==> src/rtl/amo_rmw_sequencer.sv <==
// Atomic read-modify-write sequencer: reads the old word, feeds it to the AMO ALU,
// writes back the ALU result and returns the old word with the request tag.
module amo_rmw_sequencer #(
  parameter int unsigned ADDR_WIDTH = 32,
  parameter int unsigned TAG_WIDTH  = 8,
  parameter int unsigned DATAW      = 32
) (
  input  logic                  clk,
  input  logic                  reset,
  input  logic                  req_valid,
  output logic                  req_ready,
  input  logic [4:0]            req_op,
  input  logic [ADDR_WIDTH-1:0] req_addr,
  input  logic [DATAW-1:0]      req_data,
  input  logic [TAG_WIDTH-1:0]  req_tag,
  output logic                  mem_req_valid,
  input  logic                  mem_req_ready,
  output logic                  mem_req_rw,
  output logic [ADDR_WIDTH-1:0] mem_req_addr,
  output logic [DATAW-1:0]      mem_req_data,
  input  logic                  mem_rsp_valid,
  input  logic [DATAW-1:0]      mem_rsp_data,
  output logic [4:0]            alu_op,
  output logic [DATAW-1:0]      alu_in1,
  output logic [DATAW-1:0]      alu_in2,
  input  logic [DATAW-1:0]      alu_result,
  output logic                  rsp_valid,
  input  logic                  rsp_ready,
  output logic [DATAW-1:0]      rsp_data,
  output logic [TAG_WIDTH-1:0]  rsp_tag,
  output logic                  busy
);

  typedef enum logic [2:0] {
    IDLE,
    RD_REQ,
    RD_WAIT,
    ALU_EXEC,
    ALU_CAP,
    WR_REQ,
    RSP
  } state_e;

  state_e                state_q, state_d;
  logic [4:0]            op_q, op_d;
  logic [ADDR_WIDTH-1:0] addr_q, addr_d;
  logic [DATAW-1:0]      rs2_q, rs2_d;
  logic [TAG_WIDTH-1:0]  tag_q, tag_d;
  logic [DATAW-1:0]      old_q, old_d;
  logic [DATAW-1:0]      new_q, new_d;
  logic [4:0]            alu_op_q, alu_op_d;
  logic [DATAW-1:0]      alu_in1_q, alu_in1_d;
  logic [DATAW-1:0]      alu_in2_q, alu_in2_d;

  always_ff @(posedge clk) begin
    if (reset) begin
      state_q   <= IDLE;
      op_q      <= '0;
      addr_q    <= '0;
      rs2_q     <= '0;
      tag_q     <= '0;
      old_q     <= '0;
      new_q     <= '0;
      alu_op_q  <= '0;
      alu_in1_q <= '0;
      alu_in2_q <= '0;
    end else begin
      state_q   <= state_d;
      op_q      <= op_d;
      addr_q    <= addr_d;
      rs2_q     <= rs2_d;
      tag_q     <= tag_d;
      old_q     <= old_d;
      new_q     <= new_d;
      alu_op_q  <= alu_op_d;
      alu_in1_q <= alu_in1_d;
      alu_in2_q <= alu_in2_d;
    end
  end

  always_comb begin
    state_d   = state_q;
    op_d      = op_q;
    addr_d    = addr_q;
    rs2_d     = rs2_q;
    tag_d     = tag_q;
    old_d     = old_q;
    new_d     = new_q;
    alu_op_d  = alu_op_q;
    alu_in1_d = alu_in1_q;
    alu_in2_d = alu_in2_q;

    case (state_q)
      IDLE: begin
        if (req_valid) begin
          op_d    = req_op;
          addr_d  = req_addr;
          rs2_d   = req_data;
          tag_d   = req_tag;
          state_d = RD_REQ;
        end
      end
      RD_REQ: begin
        if (mem_req_ready) state_d = RD_WAIT;
      end
      RD_WAIT: begin
        // ALU operands are loaded here so they are already stable during ALU_EXEC.
        if (mem_rsp_valid) begin
          old_d     = mem_rsp_data;
          alu_in1_d = mem_rsp_data;
          alu_in2_d = rs2_q;
          alu_op_d  = op_q;
          state_d   = ALU_EXEC;
        end
      end
      ALU_EXEC: state_d = ALU_CAP;
      ALU_CAP: begin
        new_d   = alu_result;
        state_d = WR_REQ;
      end
      WR_REQ: begin
        if (mem_req_ready) state_d = RSP;
      end
      RSP: begin
        if (rsp_ready) state_d = IDLE;
      end
      default: state_d = IDLE;
    endcase
  end

  assign req_ready     = (state_q == IDLE);
  assign busy          = (state_q != IDLE);
  assign mem_req_valid = (state_q == RD_REQ) || (state_q == WR_REQ);
  assign mem_req_rw    = (state_q == WR_REQ);
  assign mem_req_addr  = addr_q;
  assign mem_req_data  = new_q;
  assign alu_op        = alu_op_q;
  assign alu_in1       = alu_in1_q;
  assign alu_in2       = alu_in2_q;
  assign rsp_valid     = (state_q == RSP);
  assign rsp_data      = old_q;
  assign rsp_tag       = tag_q;

endmodule

==> config.mk <==
export PLATFORM = sky130hd
export DESIGN_NAME = amo_rmw_sequencer
export DESIGN_NICKNAME = d
export VERILOG_FILES = /design/src/rtl/amo_rmw_sequencer.sv
export SDC_FILE = /design/constraint.sdc
export NUM_CORES = 1
export LEC_CHECK = 0
export CORE_AREA = 5 5 142 144
export DETAILED_ROUTE_END_ITERATION = 6
export DIE_AREA = 0 0 147 149
export PLACE_DENSITY = 0.83
export SLEW_MARGIN = 20
export SYNTH_ARGS = -nofsm -noshare
export SYNTH_HDL_FRONTEND = slang
export SYNTH_SLANG_ARGS = --single-unit
==> constraint.sdc <==
create_clock -name clk -period 1.51 [get_ports clk]
set_clock_uncertainty 0.05 [all_clocks]
set_input_delay 0.302 -clock clk [delete_from_list [all_inputs] [get_ports clk]]
set_output_delay 0.302 -clock clk [all_outputs]
set_load 0.03 [all_outputs]
==> results of run 1 <==
-- final cells by class --
type                            count  area [um2]  share of cell area [%]
Timing Repair Buffer              412        4670                    35.4
Tap cell                          234         293                    2.22
Clock inverter                     14         141                    1.07
Sequential cell                   181        3630                    27.5
Inverter                            1        3.75                  0.0284
Clock buffer                       18         429                    3.25
Multi-Input combinational cell    555        4030                    30.5
Antenna cell                        1        2.50                  0.0190
-- through the flow --
step	hold WS, ps	util [%]	instances
floorplan	382	-	831
global placement	388	53.8	1324
detailed placement	396	53.8	1324
CTS	142	61.8	1391
global route	167	71.1	1416
finish	169	71.1	1416
-- final timing paths --
kind / from / to / cells after the start
worst max-delay path: state_q[1] / rs2_q[27] / 6
worst min register to register: alu_in2[13] / alu_in2[13] / 2
worst max register to register: state_q[1] / rs2_q[27] / 6
worst min-delay path: reset / mem_req_data[6] / 2
-- cell families after synthesis --
kind of cell / count (synthesis) / synth area share [%]
buffers and inverters: 96 / 8.58
DFF: 181 / 55.1
and+or+nand+nor: 370 / 22.2
AOI/OAI and AO/OA: 184 / 14.1
-- sequential cells by signal (all words and copies together), names as in the netlist --
name / flops
mem_req_addr: 32
state_q: 3
rs2_q: 32
rsp_tag: 8
op_q: 5
alu_in2: 32
alu_in1: 32
mem_req_data: 32
alu_op: 5
-- worst max-delay path, cell delays in order (launching register included) --
cell,delay [ps]
dfxtp_4,360
buf_6,130
or4b_4,610
buf_4,190
buf_12,140
nand2_1,90
a21oi_2,60
-- cell usage in the layout (no fill, tap or decap), drive strengths merged --
| cell | n |
|---|---|
| a21oi | 182 |
| and2 | 1 |
| and3b | 1 |
| buf | 93 |
| bufinv | 1 |
| clkbuf | 70 |
| clkdlybuf4s15 | 122 |
| clkdlybuf4s50 | 145 |
| clkinv | 1 |
| clkinvlp | 5 |
| dfxtp | 181 |
| diode | 1 |
| inv | 8 |
| nand2 | 358 |
| nand3b | 1 |
| nand4bb | 1 |
| nor2b | 1 |
| nor3 | 2 |
| nor3b | 1 |
| nor4b | 1 |
| nor4bb | 1 |
| o211a | 1 |
| o31ai | 1 |
| or3b | 1 |
| or4b | 2 |
-- power by group --
| part | total, mW | switching (mW) | internal [mW] | leakage (nW) |
|---|---|---|---|---|
| clock | 4.42 | 2.09 | 2.33 | 0.266 |
| sequential | 5.16 | 0.187 | 4.97 | 1.47 |
| combinational | 2.85 | 1.46 | 1.39 | 3.55 |
| total | 12.4 | 3.74 | 8.69 | 5.29 |
-- metal layers --
layer	up-vias	part of all wire, %
li1	3332	-
met1	3489	38
met2	326	51
met3	70	6.7
met4	0	3.9
met5	-	0
-- what timing repair did --
| action | in CTS | in global routing |
|---|---|---|
| gates cloned | 14 | 17 |
| setup buffers | 21 | 17 |
| pin swaps | 6 | 222 |
| gates resized for setup | 537 | 515 |
| endpoints found under the setup margin | 226 | 213 |
==> results.cfg, run 1 <==
[run_status]
status = finished with violations
violations = negative setup slack

[placed_design]
dp_slack_ps = -370
postPlaceCellArea_um2 = 9990
place.port_buffers = 324
hpwl_mm = 14.9
gp_congestion = 0.800

[floorplanning]
fp-row-count = 50
die_w_um = 147
start_util_pct = 35.4
core_um2 = 18600
dieArea_um2 = 21900
die_height_um = 149
ioPinCount = 325

[yosys]
synthTopCellsByCount = 358 x nand2_1, 182 x a21oi_1, 181 x dfxtp_1
synth_top_area_share_pct = 55.1
synth-warning-count = 0
yosysTopAreaCell = dfxtp_1
ys_seq_area_share_pct = 55.1
syn_area_per_cell_um2 = 7.91
synth_nets = 978
postSynthCellCount = 831
yosys.cell_types.count = 21
async_flop_share_pct = 0
synth_edf_count = 0
synth_top_flop_cell = dfxtp_1
netlist_area_um2 = 6580
synth.most_common_cell = nand2_1
synth_area_leaders = dfxtp_1 55%, nand2_1 20%, a21oi_1 14%, buf_4 4.3%, clkbuf_1 2.2%
ys_seq_elements = 181

[grt]
first_global_vias = 6758
grt_use_met1_pct = 22.8
grt-busiest-layer = met2
overflow = 0
grt_use_met2_pct = 37.8
antenna_found_initial = 1
met3_usage_pct = 5.71
grt.total_usage_pct = 20.8
grt_max_degree = 59
grt_pass1_wl_mm = 36.2

[sta]
tightest_slew_ps = 351
fmax_mhz = 568
min_period_over_period_pct = 117
fin_setup_tns_ps = -26930
rsz0062_at_grt = true
drv_slew = 0
period_minus_slack_ps = 1760
setup_viol = 184
finalHoldViolations = 0
maxSlewHeadroom_pct = 76.6
timing.final.ws_setup_ps = -250

[critical_path]
cp.required_ps = 1770
crit_fanout = 6
worstSetupPathType = reg -> reg
arrival_ps = 2020
end_kind = flop
ff2ff_setup_slack_ps = -250
cp-start-kind = flop

[pwr]
power_density_nw_per_um2 = 942
ir_worst_vdd_v = 0.000776
p_leak_nw = 5.29
design_power_total_mw = 12.4

[drt]
drc = 0
totalWireLength_mm = 29.1
num_vias = 7217
ant_nets = 0
drtIter0Drc = 324
wire_per_inst_um = 20.6
viasPerCell = 5.10
drtPass1Iterations = 5

[cts]
clock_latency_ps = 430
cts_tree = yes
clockBufferDepth = 2
htree_levels = 4
cts_hold_buf = 0
cts_root_buf = clkbuf_16
cts_inserted_buffers = 17
cts_sinks = 181
path_clk_slew_ps = 70

[flow_run]
maxCapViolations = 0

[layout]
drive_above_1_share_pct = 53.4
fillers = 1230
fin_area_um2 = 13200
num-nets-final = 1315
syn_to_final_growth_pct = 101

[hold_path]
hold_class = in -> reg
Note: power is estimated with default switching activity, not from simulation.
==> inputs of run 2 (changes only) <==
--- a/config.mk
+++ b/config.mk
@@ -5,10 +5,12 @@
 export SDC_FILE = /design/constraint.sdc
 export NUM_CORES = 1
 export LEC_CHECK = 0
-export CORE_AREA = 5 5 142 144
+export ABC_AREA = 1
+export CORE_AREA = 5 5 143 145
+export CTS_CLUSTER_SIZE = 30
 export DETAILED_ROUTE_END_ITERATION = 6
-export DIE_AREA = 0 0 147 149
-export PLACE_DENSITY = 0.83
+export DIE_AREA = 0 0 148 150
+export PLACE_DENSITY_LB_ADDON = 0.2
 export SLEW_MARGIN = 20
 export SYNTH_ARGS = -nofsm -noshare
 export SYNTH_HDL_FRONTEND = slang
==> run 2 against run 1 <==
The flow still finishes with violations (negative setup slack). Non-clock buffer count is 42 lower. Utilization is 13 points lower. Highest routed layer unchanged. Critical path type is now reg -> out. Largest power group is now combinational logic. Via count is 8.3% lower. Global-route usage is 1.8 points lower.
==> results.cfg, run 2 <==
[yosys]
synth-simple-area-share_pct = 22.7
netlist_area_um2 = 6890
synth_top_flop_cell = dfxtp_1
synth.most_common_cell = nor2_1
async_flop_share_pct = 0
synth_top_area_share_pct = 52.6
synth_edf_count = 0
synth_nets = 1000
ys_seq_area_share_pct = 52.6
muxShareOfSynthArea_pct = 0
synth_top_family_by_area = simple AND/OR/NAND/NOR gates
syn_area_per_cell_um2 = 8.07
postSynthCellCount = 853
synth_compound_area_share_pct = 13.9
yosys.cell_types.count = 25
ys_seq_elements = 181
synthTopCellsByCount = 203 x nor2_1, 181 x dfxtp_1, 84 x nand2_1
synthAdderAreaFrac_pct = 0
synth_xor_area_share_pct = 0
synth-warning-count = 0
synth_area_leaders = dfxtp_1 53%, nor2_1 11%, a21oi_1 6.0%, nand3_1 4.8%, nand2_1 4.6%
yosysTopAreaCell = dfxtp_1

[critical_path]
reg2reg_depth = 9
cp.required_ps = 1160
r2r-end = alu_in2[19]
arrival_ps = 1260
r2r_start = state_q[1]
critical_path.startpoint = state_q[1]
crit_fanout = 4
cp-start-kind = flop
end_kind = output port
ff2ff_setup_slack_ps = -70
worstSetupPathType = reg -> out

[layout]
post-route-util_pct = 57.9
final_common_cell = nor2_1
drive_above_1_share_pct = 25.7
num-nets-final = 1295
syn_to_final_growth_pct = 60.4
final_cell_mix = 197 x nor2_1, 178 x dfxtp_1, 144 x clkdlybuf4s50_1, 92 x clkdlybuf4s15_2, 83 x a21oi_1

[cts]
cts_inserted_buffers = 17
clockBufferDepth = 2
cts_root_buf = clkbuf_16
path_clk_slew_ps = 70
cts_hold_buf = 0
cts_tree = yes
clock_latency_ps = 420
htree_levels = 4
cts_sinks = 181

[pwr]
p_leak_nw = 4.53
power_density_nw_per_um2 = 1830
ir_worst_vdd_v = 0.000880

[drt]
totalWireLength_mm = 23.1
drc = 0
ant_nets = 0
viasPerCell = 4.73
drtIter0Drc = 282
wire_per_inst_um = 16.5
drtPass1Iterations = 4
num_vias = 6617

[sta]
fmax_mhz = 622
min_period_over_period_pct = 107
fin_setup_tns_ps = -2730
drv_slew = 0
tightest_slew_ps = 379
setup_viol = 73
period_minus_slack_ps = 1610
timing.final.ws_setup_ps = -98.9
rsz0062_at_grt = true
finalHoldViolations = 0
maxSlewHeadroom_pct = 74.7

[floorplanning]
start_util_pct = 36.1
die_w_um = 148
dieArea_um2 = 22200
die_height_um = 150
fp-row-count = 51
ioPinCount = 325
core_um2 = 19100

[grt]
grt-busiest-layer = met2
grt_use_met1_pct = 23.2
antenna_found_initial = 1
first_global_vias = 6078
grt_use_met2_pct = 31.9
grt.total_usage_pct = 19.0
met3_usage_pct = 6.87
overflow = 0
grt_pass1_wl_mm = 33.7
grt_max_degree = 74

[flow_run]
maxCapViolations = 0

[hold_path]
hold_start = reset
worstHoldEndpoint = alu_in2[7]
hold_depth = 4
hold_class = in -> reg

[run_status]
status = finished with violations
violations = negative setup slack

[placed_design]
dp_slack_ps = -161
gp_congestion = 0.799
place.port_buffers = 324
hpwl_mm = 15.2
[run 2: where the power goes]
part | internal (mW) | total (mW) | switching (mW)
clock network | 2.47 | 4.42 | 1.96
registers | 5.85 | 6.46 | 0.603
logic | 3.76 | 9.30 | 5.54
total | 12.1 | 20.2 | 8.10
[run 2: how the worst max path moves through the flow]
stage,slack (ps),endpoint
after global routing,-150,alu_in1[10]
after floorplan,30,state_q[0]
after global placement,-150,alu_in1[31]
after detailed placement,-160,alu_in2[1]
final,-100,mem_req_rw
after CTS,-120,mem_req_rw
[run 2: worst max-delay path, cell delays in order (launching register included)]
cell	delay, ps
dfxtp_4	360
buf_6	120
inv_4	70
nand2_4	60
nor2_4	90
buf_6	130
[run 2: what timing repair did]
action                                  4_1_cts  5_1_grt
gates resized for setup                     452      112
cloned                                        1        8
pin swaps                                     4       17
endpoints found under the setup margin      173      194
setup buffers                                 2        5
[run 2: layer usage]
metal	vias to the layer above	part of all wire (%)
met3	15	8.0
met2	221	49
met4	0	1.2
met1	3030	42
met5	-	0
li1	3351	-
[run 2: cell type report]
| cell class | count | area, um2 |
|---|---|---|
| fill | 1743 | 8040 |
| timing repair buffer | 370 | 3840 |
| sequential | 181 | 3630 |
| multi-input combinational | 561 | 2630 |
| clock buffer | 19 | 433 |
| tap | 238 | 298 |
| clock inverter | 13 | 145 |
| inverter | 17 | 71.3 |
| antenna | 1 | 2.50 |
[run 2: kinds of logic (layout without fill, tap and decap cells)]
| group | after synthesis | after routing |
|---|---|---|
| other | 0 | 1 |
| buffers and inverters | 112 | 419 |
| DFF | 181 | 181 |
| and+or+nand+nor | 370 | 371 |
| AOI/OAI and AO/OA | 190 | 190 |
[run 2: through the flow]
stage	instances	total power, mW	hold slack (ps)	instance area [um2]
2_1_floorplan	853	12.0	379	6890
3_3_place_gp	1351	15.1	390	10200
3_5_place_dp	1351	15.2	393	10200
4_1_cts	1386	19.9	222	11000
5_1_grt	1400	21.3	235	11000
6_report	1400	20.2	225	11000
==> inputs of run 3 (changes only) <==
--- a/config.mk
+++ b/config.mk
@@ -11,6 +11,7 @@
 export DETAILED_ROUTE_END_ITERATION = 6
 export DIE_AREA = 0 0 148 150
 export PLACE_DENSITY_LB_ADDON = 0.2
+export SKIP_CTS_REPAIR_TIMING = 1
 export SLEW_MARGIN = 20
 export SYNTH_ARGS = -nofsm -noshare
 export SYNTH_HDL_FRONTEND = slang
==> run 3 against run 2 <==
The run still ends with negative setup slack left. Sequential share of layout area is 1.8 points lower. Clock power hardly changed. Final area is 5.8% higher. Critical endpoint unchanged. Largest cell class unchanged.
==> results.cfg, run 3 (synthesis results as in run 2) <==
[pwr]
switching_share_pct = 39.8
power_density_nw_per_um2 = 1740
pwr-share-clk_pct = 21.7
pwr-share-seq_pct = 31.7
p_leak_nw = 6.91
ir_worst_vdd_v = 0.00100
design_power_total_mw = 20.3
p_comb_share_pct = 46.6
intPower_mw = 12.2
switchingPower_mw = 8.10

[floorplanning]
die_w_um = 148
start_util_pct = 36.1
core_um2 = 19100
ioPinCount = 325
fp-row-count = 51
die_height_um = 150
dieArea_um2 = 22200

[critical_path]
end_kind = output port
path_cells = buf_6 -> buf_6 -> inv_6 -> nand2_4 -> nor2_4 -> buf_6
crit_fanout = 4
cp.required_ps = 1160
crit_top_cell = buf_6
cp-start-kind = flop
crit_slowest_cell = dfxtp_2
crit_path_max_incr_delay_ps = 340
crit_family = buffers and inverters
critPathBufInv = 4
worstSetupPathType = reg -> out
arrival_ps = 1390

[run_status]
status = finished with violations
violations = negative setup slack

[grt]
grt_max_degree = 74
antenna_found_initial = 1
grt.total_usage_pct = 18.7
overflow = 0
first_global_vias = 6057
grt_pass1_wl_mm = 33.2

[placed_design]
place.port_buffers = 324
place_inst = 1351
hpwl_mm = 15.2
gp_congestion = 0.799

[cts]
cts_root_buf = clkbuf_16
cts_inserted_buffers = 17
htree_levels = 4
clock_latency_ps = 420
cts_tree = yes
clockBufferDepth = 2
path_clk_slew_ps = 70
cts_sinks = 181

[layout]
final_common_cell = dfxtp_1
drive_above_1_share_pct = 17.7
num-nets-final = 1299
final_cell_count_no_fill = 1404
final_cell_mix = 179 x dfxtp_1, 177 x nor2_1, 144 x clkdlybuf4s50_1, 141 x dlymetal6s2s_1
syn_to_final_growth_pct = 69.7
fillers = 1659

[drt]
totalWireLength_mm = 23.4
viasPerCell = 4.75
drtPass1Iterations = 5
wire_per_inst_um = 16.7
ant_nets = 0
drc = 0
num_vias = 6675
drtIter0Drc = 224

[sta]
fmax_mhz = 573
min_period_over_period_pct = 116
maxSlewHeadroom_pct = 73.9
timing.final.ws_setup_ps = -235
drv_slew = 0
finalHoldViolations = 0
rsz0062_at_grt = true
tightest_slew_ps = 391
period_minus_slack_ps = 1740
setup_viol = 74
fin_setup_tns_ps = -12450

[hold_path]
hold_class = in -> reg

[flow_run]
maxCapViolations = 0
==> run 3: cell types whose count changed in the layout (fill, tap and decap cells not counted), moves of 3 or more <==
cell,before,now
nor2_1,197,177
clkdlybuf4s15_2,92,0
buf_2,19,2
dlymetal6s2s_1,0,141
clkbuf_2,46,18
nor2_2,4,24
clkdlybuf4s15_1,4,0
o21ai_0,49,40
buf_6,8,11
o21ai_2,12,32
inv_4,3,0
o21ai_1,45,33
==> run 3: area by class of cell <==
type	instances	area, um2	area share [%]
well taps	238	298	2.55
clock inverters	13	145	1.24
flip-flops and latches	181	3630	31.0
multi-input cells	560	2750	23.5
inverters	17	81.3	0.696
clock buffers	19	433	3.71
repair buffers	375	4350	37.2
diodes	1	2.50	0.0214
==> run 3: final timing paths <==
kind                   start           to  slack [ps]  cells after the start
hold reg to reg      op_q[0]    alu_op[0]         400                      2
hold / removal         reset   alu_in2[2]         260                      4
setup / recovery  state_q[1]   mem_req_rw        -230                      6
setup reg to reg  state_q[1]  alu_in1[18]        -200                     10
==> run 3: through the flow <==
step	worst slack (ps)	instance area (um2)	hold WS, ps	utilization [%]
after global placement	-148	10200	390	53.5
after floorplan	27.4	6890	379	-
final	-235	11700	261	61.2
after CTS	-413	10800	222	56.5
after global routing	-294	11700	265	61.2
after detailed placement	-161	10200	393	53.5
==> run 3: power by group through the flow <==
stage | logic (mW) | clock network (mW) | registers (mW)
after floorplan | 3.95 | 0 | 8.02
after global placement | 8.60 | 0 | 6.50
after detailed placement | 8.65 | 0 | 6.52
after CTS | 8.67 | 4.52 | 6.43
after global routing | 10.1 | 4.74 | 6.59
final | 9.48 | 4.41 | 6.45
==> run 3: metal layers <==
| layer | vias up | routed length [um] | track usage [%] |
|---|---|---|---|
| li1 | 3364 | - | - |
| met1 | 3083 | 9630 | 22.8 |
| met2 | 215 | 11700 | 31.2 |
| met3 | 13 | 1830 | 6.84 |
| met4 | 0 | 228 | 4.90 |
| met5 | - | 0 | 0 |
==> run 3: worst register-to-register path: stages, from the launching register on <==
cell and delay (ps):
dfxtp_2 370, buf_6 100, buf_6 110, inv_6 40, nor2_4 110, nand2_2 90
nor2_4 210, clkinv_4 160, buf_12 190, nor2_1 120, nor2_1 50
